## config.mk

```make
export PLATFORM = sky130hd
export DESIGN_NAME = parking_meter_ctrl_flat
export DESIGN_NICKNAME = d
export VERILOG_FILES = /design/src/rtl/parking_meter_pkg.sv /design/src/rtl/parking_meter_if.sv /design/src/rtl/bcd4_addsub.sv /design/src/rtl/parking_meter_ctrl.sv /design/src/flat_wrapper.sv
export SDC_FILE = /design/constraint.sdc
export NUM_CORES = 1
export LEC_CHECK = 0
export BUFFER_PORTS_ARGS = -buffer_cell sky130_fd_sc_hd__buf_2
export CAP_MARGIN = 10
export CORE_ASPECT_RATIO = 2
export CORE_MARGIN = 2
export CORE_UTILIZATION = 60
export CTS_CLUSTER_SIZE = 24
export DETAILED_ROUTE_END_ITERATION = 10
export PLACE_DENSITY = 0.76
export SETUP_SLACK_MARGIN = 0.5
export SYNTH_ARGS = -nofsm -noshare
export SYNTH_HDL_FRONTEND = slang
export SYNTH_HIERARCHICAL = 1
export SYNTH_SLANG_ARGS = --single-unit
```

## constraint.sdc

```tcl
create_clock -name clk -period 17.3 [get_ports clk]
set_input_delay 2.595 -clock clk [delete_from_list [all_inputs] [get_ports clk]]
set_output_delay 2.595 -clock clk [all_outputs]
set_load 0.02 [all_outputs]
```

## src/rtl/parking_meter_pkg.sv

```systemverilog
// Shared types and BCD constants for the parking meter sequencing controller.
package parking_meter_pkg;

    typedef enum logic [1:0] {
        EXPIRED = 2'd0,
        RUNNING = 2'd1,
        LOW     = 2'd2
    } meter_state_e;

    typedef enum logic {
        BCD_ADD = 1'b0,
        BCD_SUB = 1'b1
    } bcd_op_e;

    localparam logic [15:0] BCD_ZERO       = 16'h0000;
    localparam logic [15:0] BCD_ONE        = 16'h0001;
    localparam logic [15:0] BCD_AMT_50     = 16'h0050;
    localparam logic [15:0] BCD_AMT_150    = 16'h0150;
    localparam logic [15:0] BCD_AMT_200    = 16'h0200;
    localparam logic [15:0] BCD_AMT_500    = 16'h0500;
    localparam logic [15:0] BCD_PRESET_10  = 16'h0010;
    localparam logic [15:0] BCD_PRESET_205 = 16'h0205;
    localparam logic [15:0] BCD_LOW_THRESH = 16'h0180;
    localparam logic [15:0] BCD_MAX        = 16'h9999;

    // Valid BCD orders the same as binary, so a plain magnitude compare is enough.
    function automatic meter_state_e decode_state(input logic [15:0] bcd);
        if (bcd == BCD_ZERO)
            return EXPIRED;
        else if (bcd <= BCD_LOW_THRESH)
            return LOW;
        else
            return RUNNING;
    endfunction

endpackage

```

## src/rtl/parking_meter_if.sv

```systemverilog
// Request pulses in, remaining time / flasher / state out.
interface parking_meter_if;
    import parking_meter_pkg::*;

    logic         add_50;
    logic         add_150;
    logic         add_200;
    logic         add_500;
    logic         preset_10;
    logic         preset_205;
    logic [15:0]  bcd_time;
    logic         clk_half_hz;
    logic         tick_1hz;
    meter_state_e state;

    modport master (
        output add_50, add_150, add_200, add_500, preset_10, preset_205,
        input  bcd_time, clk_half_hz, tick_1hz, state
    );

    modport slave (
        input  add_50, add_150, add_200, add_500, preset_10, preset_205,
        output bcd_time, clk_half_hz, tick_1hz, state
    );

endinterface

```

## src/rtl/bcd4_addsub.sv

```systemverilog
// Combinational 4-digit BCD add/subtract; adds saturate at 9999, subtracts floor at 0000.
module bcd4_addsub
    import parking_meter_pkg::*;
(
    input  logic [15:0] a_i,
    input  logic [15:0] b_i,
    input  bcd_op_e     op_i,
    output logic [15:0] y_o
);

    logic [4:0]  digit;
    logic        carry;
    logic [15:0] raw;

    always_comb begin
        // NOTE: blocking assignments here, so the carry ripples digit to digit within one evaluation.
        digit = '0;
        carry = 1'b0;
        raw   = '0;
        for (int i = 0; i < 4; i++) begin
            if (op_i == BCD_ADD) begin
                digit = {1'b0, a_i[4*i +: 4]} + {1'b0, b_i[4*i +: 4]} + {4'b0, carry};
                carry = (digit > 5'd9);
                if (carry) digit = digit - 5'd10;
            end else begin
                digit = {1'b0, a_i[4*i +: 4]} - {1'b0, b_i[4*i +: 4]} - {4'b0, carry};
                carry = digit[4];
                if (carry) digit = digit + 5'd10;
            end
            raw[4*i +: 4] = digit[3:0];
        end
        if (carry)
            y_o = (op_i == BCD_ADD) ? BCD_MAX : BCD_ZERO;
        else
            y_o = raw;
    end

endmodule

```

## src/rtl/parking_meter_ctrl.sv

```systemverilog
// Parking meter sequencer: 1 s prescaler, request priority, BCD countdown,
// 0.5 Hz flasher clock and EXPIRED/LOW/RUNNING decode.
module parking_meter_ctrl
    import parking_meter_pkg::*;
#(
    parameter int unsigned CLK_HZ = 100_000_000
) (
    input  logic            clk,
    input  logic            rst_n,
    parking_meter_if.slave  bus
);

    localparam int          PW = (CLK_HZ > 1) ? $clog2(CLK_HZ) : 1;
    localparam logic [PW-1:0] PRESC_TC = PW'(CLK_HZ - 1);

    logic [PW-1:0] presc_q, presc_d;
    logic          tick_q, tick_d;
    logic          half_q, half_d;
    logic [15:0]   count_q, count_d;
    meter_state_e  state_q, state_d;

    logic          req_valid;
    logic          req_preset;
    logic [15:0]   req_value;
    logic [15:0]   dec_val;
    logic [15:0]   add_base;
    logic [15:0]   add_val;
    logic          restart;

    bcd4_addsub u_dec (
        .a_i  (count_q),
        .b_i  (BCD_ONE),
        .op_i (BCD_SUB),
        .y_o  (dec_val)
    );

    // A coin landing on a tick is added to the already-decremented count.
    assign add_base = tick_q ? dec_val : count_q;

    bcd4_addsub u_add (
        .a_i  (add_base),
        .b_i  (req_value),
        .op_i (BCD_ADD),
        .y_o  (add_val)
    );

    always_comb begin
        // NOTE: every output gets a default first, so no path can infer a latch.
        req_valid  = 1'b1;
        req_preset = 1'b0;
        req_value  = BCD_ZERO;
        if (bus.preset_205) begin
            req_preset = 1'b1;
            req_value  = BCD_PRESET_205;
        end else if (bus.preset_10) begin
            req_preset = 1'b1;
            req_value  = BCD_PRESET_10;
        end else if (bus.add_500) begin
            req_value  = BCD_AMT_500;
        end else if (bus.add_200) begin
            req_value  = BCD_AMT_200;
        end else if (bus.add_150) begin
            req_value  = BCD_AMT_150;
        end else if (bus.add_50) begin
            req_value  = BCD_AMT_50;
        end else begin
            req_valid  = 1'b0;
        end
    end

    always_comb begin
        count_d = count_q;
        if (req_valid)
            count_d = req_preset ? req_value : add_val;
        else if (tick_q)
            count_d = dec_val;

        // Presets and wake-ups from 0000 realign the second boundary to the request.
        restart = req_valid && (req_preset || (count_q == BCD_ZERO && count_d != BCD_ZERO));

        presc_d = (restart || presc_q == PRESC_TC) ? '0 : presc_q + PW'(1);
        tick_d  = !restart && (presc_q == PRESC_TC);
        half_d  = restart ? 1'b0 : (half_q ^ tick_q);
        state_d = decode_state(count_d);
    end

    always_ff @(posedge clk) begin
        // NOTE: synchronous reset: rst_n is only sampled at the clock edge and wins over any request or tick.
        if (!rst_n) begin
            presc_q <= '0;
            tick_q  <= 1'b0;
            half_q  <= 1'b0;
            count_q <= BCD_ZERO;
            state_q <= EXPIRED;
        end else begin
            presc_q <= presc_d;
            tick_q  <= tick_d;
            half_q  <= half_d;
            count_q <= count_d;
            state_q <= state_d;
        end
    end

    assign bus.bcd_time    = count_q;
    assign bus.clk_half_hz = half_q;
    assign bus.tick_1hz    = tick_q;
    assign bus.state       = state_q;

endmodule

```

## src/flat_wrapper.sv

```systemverilog
// flat-port wrapper written by rule: the top's interface ports become plain ports
module parking_meter_ctrl_flat import parking_meter_pkg::*;
#(
    parameter int unsigned CLK_HZ = 100_000_000
)
  (clk, rst_n, bus_add_50, bus_add_150, bus_add_200, bus_add_500, bus_preset_10, bus_preset_205, bus_bcd_time, bus_clk_half_hz, bus_tick_1hz, bus_state);
  parking_meter_if bus_i ();
  input  logic clk;
  input  logic rst_n;
  input wire logic [$bits(bus_i.add_50)-1:0] bus_add_50;
  input wire logic [$bits(bus_i.add_150)-1:0] bus_add_150;
  input wire logic [$bits(bus_i.add_200)-1:0] bus_add_200;
  input wire logic [$bits(bus_i.add_500)-1:0] bus_add_500;
  input wire logic [$bits(bus_i.preset_10)-1:0] bus_preset_10;
  input wire logic [$bits(bus_i.preset_205)-1:0] bus_preset_205;
  output wire logic [$bits(bus_i.bcd_time)-1:0] bus_bcd_time;
  output wire logic [$bits(bus_i.clk_half_hz)-1:0] bus_clk_half_hz;
  output wire logic [$bits(bus_i.tick_1hz)-1:0] bus_tick_1hz;
  output wire logic [$bits(bus_i.state)-1:0] bus_state;
  assign bus_i.add_50 = bus_add_50;
  assign bus_i.add_150 = bus_add_150;
  assign bus_i.add_200 = bus_add_200;
  assign bus_i.add_500 = bus_add_500;
  assign bus_i.preset_10 = bus_preset_10;
  assign bus_i.preset_205 = bus_preset_205;
  assign bus_bcd_time = bus_i.bcd_time;
  assign bus_clk_half_hz = bus_i.clk_half_hz;
  assign bus_tick_1hz = bus_i.tick_1hz;
  assign bus_state = bus_i.state;
  parking_meter_ctrl #(.CLK_HZ(CLK_HZ)) u_core (.clk(clk), .rst_n(rst_n), .bus(bus_i));
endmodule
```

==> impl_metrics.tcl <==
set metrics [dict create \
    synthSimpleGateAreaFrac_pct 22.95 \
    setup_violations 0 \
    drcViolationCount 0 \
    synth-main-ff-cell "dfxtp_1" \
    skew_ns 0.003484 \
    core_um2 11350 \
    yosys.area.top_type "ha_1" \
    cp_common_cell "fa_1" \
    placed_area_um2 7436 \
    cts_setup_buffers 0 \
    postCtsResizedCells 0 \
    utilization_pct 67.00 \
    portBuffers 27 \
    ys.warnings.count 6 \
    ys_seq_area_share_pct 13.44 \
    first_iter_violations 269 \
    synthCells 864 \
    die_w_um 80.38 \
    hold_viol 0 \
    drv_slew 0 \
    r2r_cells 70 \
    synth_top_family_by_area "adder cells" \
    crit_arrival_ns 15.31 \
    drt_wl_total_um 17850 \
    crit_start "u_core/bus.bcd_time[0]" \
    grt_max_degree 30 \
    crit_path_top_delay_cell "nor4_1" \
    synth.distinct_cells 77 \
    synth_top_cell_area_share_pct 15.19 \
    max-slew-margin-rel_pct 33.03 \
    max_freq_ghz 0.06621 \
    first_global_vias 6283 \
    r2r-start "u_core/bus.bcd_time[0]" \
    synth.cell_area_um2 7000 \
    first_pass_iters 5 \
    critical_path_required_ns 17.51 \
    yosys-top-cells-area "ha_1 15%, dfxtp_1 13%, fa_1 8.0%, inv_1 5.8%, xnor2_1 4.9%" \
    reg2reg_to "u_core/presc_q[15]" \
    worstSetupPathType "reg2reg" \
    holdCritPathClass "reg2reg" \
    synthAdderAreaFrac_pct 23.20 \
    ys_ff_latch 47 \
    dp_hpwl_um 14690 \
    setup_tns_ns 0 \
    synthMuxAreaShare_pct 5.308 \
    insertion_delay_ns 0.29 \
    fin_crit_sh_pct 87.30 \
    start_util_pct 61.65 \
    die_h_um 156.8 \
    hold_buffers 0 \
    io_pins 28 \
    leakage_nw 3.373 \
    cts_sinks 47 \
    cts.path.max_buffers 2 \
    grt_overflow 0 \
    async_flop_share_pct 0 \
    power_density_nw_per_um2 72.74 \
    grt.total_usage_pct 29.38 \
    endpoint "u_core/presc_q[15]" \
    synth_xor_area_share_pct 9.651 \
    min_period_ns 15.10 \
    status "complete, no violations" \
    hold-worst-slack_ns 0.5058 \
    setup.worst_path.start_class "flop" \
    dieArea_um2 12600 \
    grt_pass1_wl_um 29140 \
    cts_tree "yes" \
    htreeDepth 2 \
    clkTransAtPathRegs_ns 0.07 \
    synth_edf_count 0 \
    gp_congestion 0.9692 \
    diodes 0 \
    area_delta_synth_final_pct 8.669 \
    slowest_delay_ns 0.63 \
    worstMarginPinSlew_ns 0.9970 \
    critPathMaxFanout 29 \
    drive_above_1_share_pct 9.101 \
    core.rowCount 55 \
    viasPerCell 5.868 \
    avgSynthCellArea_um2 8.102 \
    design_area_um2 7607 \
    cts_root_buffer "clkbuf_16" \
    ant_nets 0 \
    synth_compound_area_share_pct 17.37 \
    cts_buffers 5 \
    rsz0062_at_grt "no" \
    cp-end-kind "flop" \
    nets 1054 \
    fillers 1032 \
    vias 6314 \
    irDropWorstVdd_uv 58.66 \
    drv_cap 0 \
    wl_per_cell_um 16.59 \
    r2r_slack_ns 2.20 \
    antenna_found_initial 0 \
]
layer usage:
metal  global-route usage, %  routed length [µm]
met1                   28.14                6250
met3                   2.480                 496
met4                   17.19                1109
met5                       0                   0
met2                   57.94                9990
registers in the layout (all words and copies together), names as in the netlist:
signal / cells
u_core/bus.tick_1hz: 1
u_core/presc_q: 27
u_core/bus.clk_half_hz: 1
u_core/bus.bcd_time: 16
u_core/bus.state: 2
final cells by class:
| class | count | area (µm²) | share of cell area [%] |
|---|---|---|---|
| multi-input cells | 739 | 5743 | 75.49 |
| flip-flops and latches | 47 | 940.9 | 12.37 |
| clock buffers | 5 | 125.1 | 1.645 |
| well taps | 142 | 177.7 | 2.336 |
| clock inverters | 3 | 46.29 | 0.6086 |
| inverters | 109 | 409.1 | 5.378 |
| repair buffers | 31 | 165.2 | 2.171 |
power by group:
part	switching, mW	leakage, nW	internal (mW)
clock	0.0440	0.0804	0.0687
combinational	0.193	2.91	0.131
sequential	0.00545	0.381	0.111
total	0.242	3.37	0.311
stage by stage:
step	power, mW	std cells	setup WS, ns
after floorplan	0.3611	925	3.979
after global placement	0.4282	1068	2.848
after detailed placement	0.4311	1068	2.383
after CTS	0.5451	1076	2.348
after global routing	0.5924	1076	0.9776
final	0.5534	1076	2.197
critical path: cells and delay by family (launching register included):
family | cells | cell delay [ns]
AO/OA/AOI/OAI | 18 | 3.38
XOR/XNOR | 5 | 1.34
adder cells (fa/ha/maj) | 16 | 4.96
buffers and inverters | 14 | 1.44
flip-flops | 1 | 0.39
multiplexers | 3 | 0.85
AND/OR/NAND/NOR | 14 | 2.66
worst min path at each step:
stage	startpoint	endpoint	slack, ns	depth (start not counted)
floorplan	u_core/presc_q[0]	u_core/presc_q[0]	0.49	1
global placement	u_core/bus.clk_half_hz	u_core/bus.clk_half_hz	0.49	2
detailed placement	u_core/bus.clk_half_hz	u_core/bus.clk_half_hz	0.49	2
CTS	u_core/bus.clk_half_hz	u_core/bus.clk_half_hz	0.51	2
global route	u_core/bus.clk_half_hz	u_core/bus.clk_half_hz	0.54	2
finish	u_core/bus.clk_half_hz	u_core/bus.clk_half_hz	0.51	2
synthesized netlist by cell type (all sizes together), types with 4 or more instances:
library cell	count
ha	85
dfxtp	47
nand3	19
a211o	6
nor2	72
and3	5
clkbuf	13
o31ai	9
fa	28
o22ai	5
xor2	33
o21a	4
buf	17
a21o	6
nor4	17
a211oi	12
nand3b	7
inv	109
a221oi	4
or3	13
a311o	6
mux2i	18
or4	9
a32oi	9
o21ai	33
or2	4
mux2	17
o21bai	4
a2bb2oi	4
and2	17
or4b	4
nor2b	16
a21oi	29
o211ai	5
nor3	41
nand4	7
xnor2	39
nand2b	14
nand2	33
a31oi	8
kinds of logic after synthesis:
kind of cell	after synthesis
AND/OR/NAND/NOR	288
AO/OA/AOI/OAI	166
buffers and inverters	139
adder cells (fa/ha/maj)	113
XOR/XNOR	74
flip-flops	47
multiplexers	35
other	2
cells in the final DEF, fill, tap and decap left out, types with 5 or more instances in the layout:
cell type  count
inv_1        109
ha_1          85
nor2_1        72
conb_1        63
dfxtp_1       47
xnor2_1       39
nand2_1       33
o21ai_0       33
nor3_1        33
xor2_1        33
fa_1          28
buf_2         27
a21oi_1       26
nand3_1       19
mux2i_1       18
and2_1        17
nor2b_1       16
mux2_2        15
nor4_1        13
nand2b_1      12
or3_1         12
a211oi_1      11
or4_1          9
a32oi_1        9
nor3_2         8
a31oi_1        8
o31ai_1        7
nand4_1        7
nand3b_1       7
a211o_1        6
a21o_1         6
a311o_1        6
clkbuf_16      5
and3_1         5
o211ai_1       5
o22ai_1        5
(Power assumes the default switching activity.)
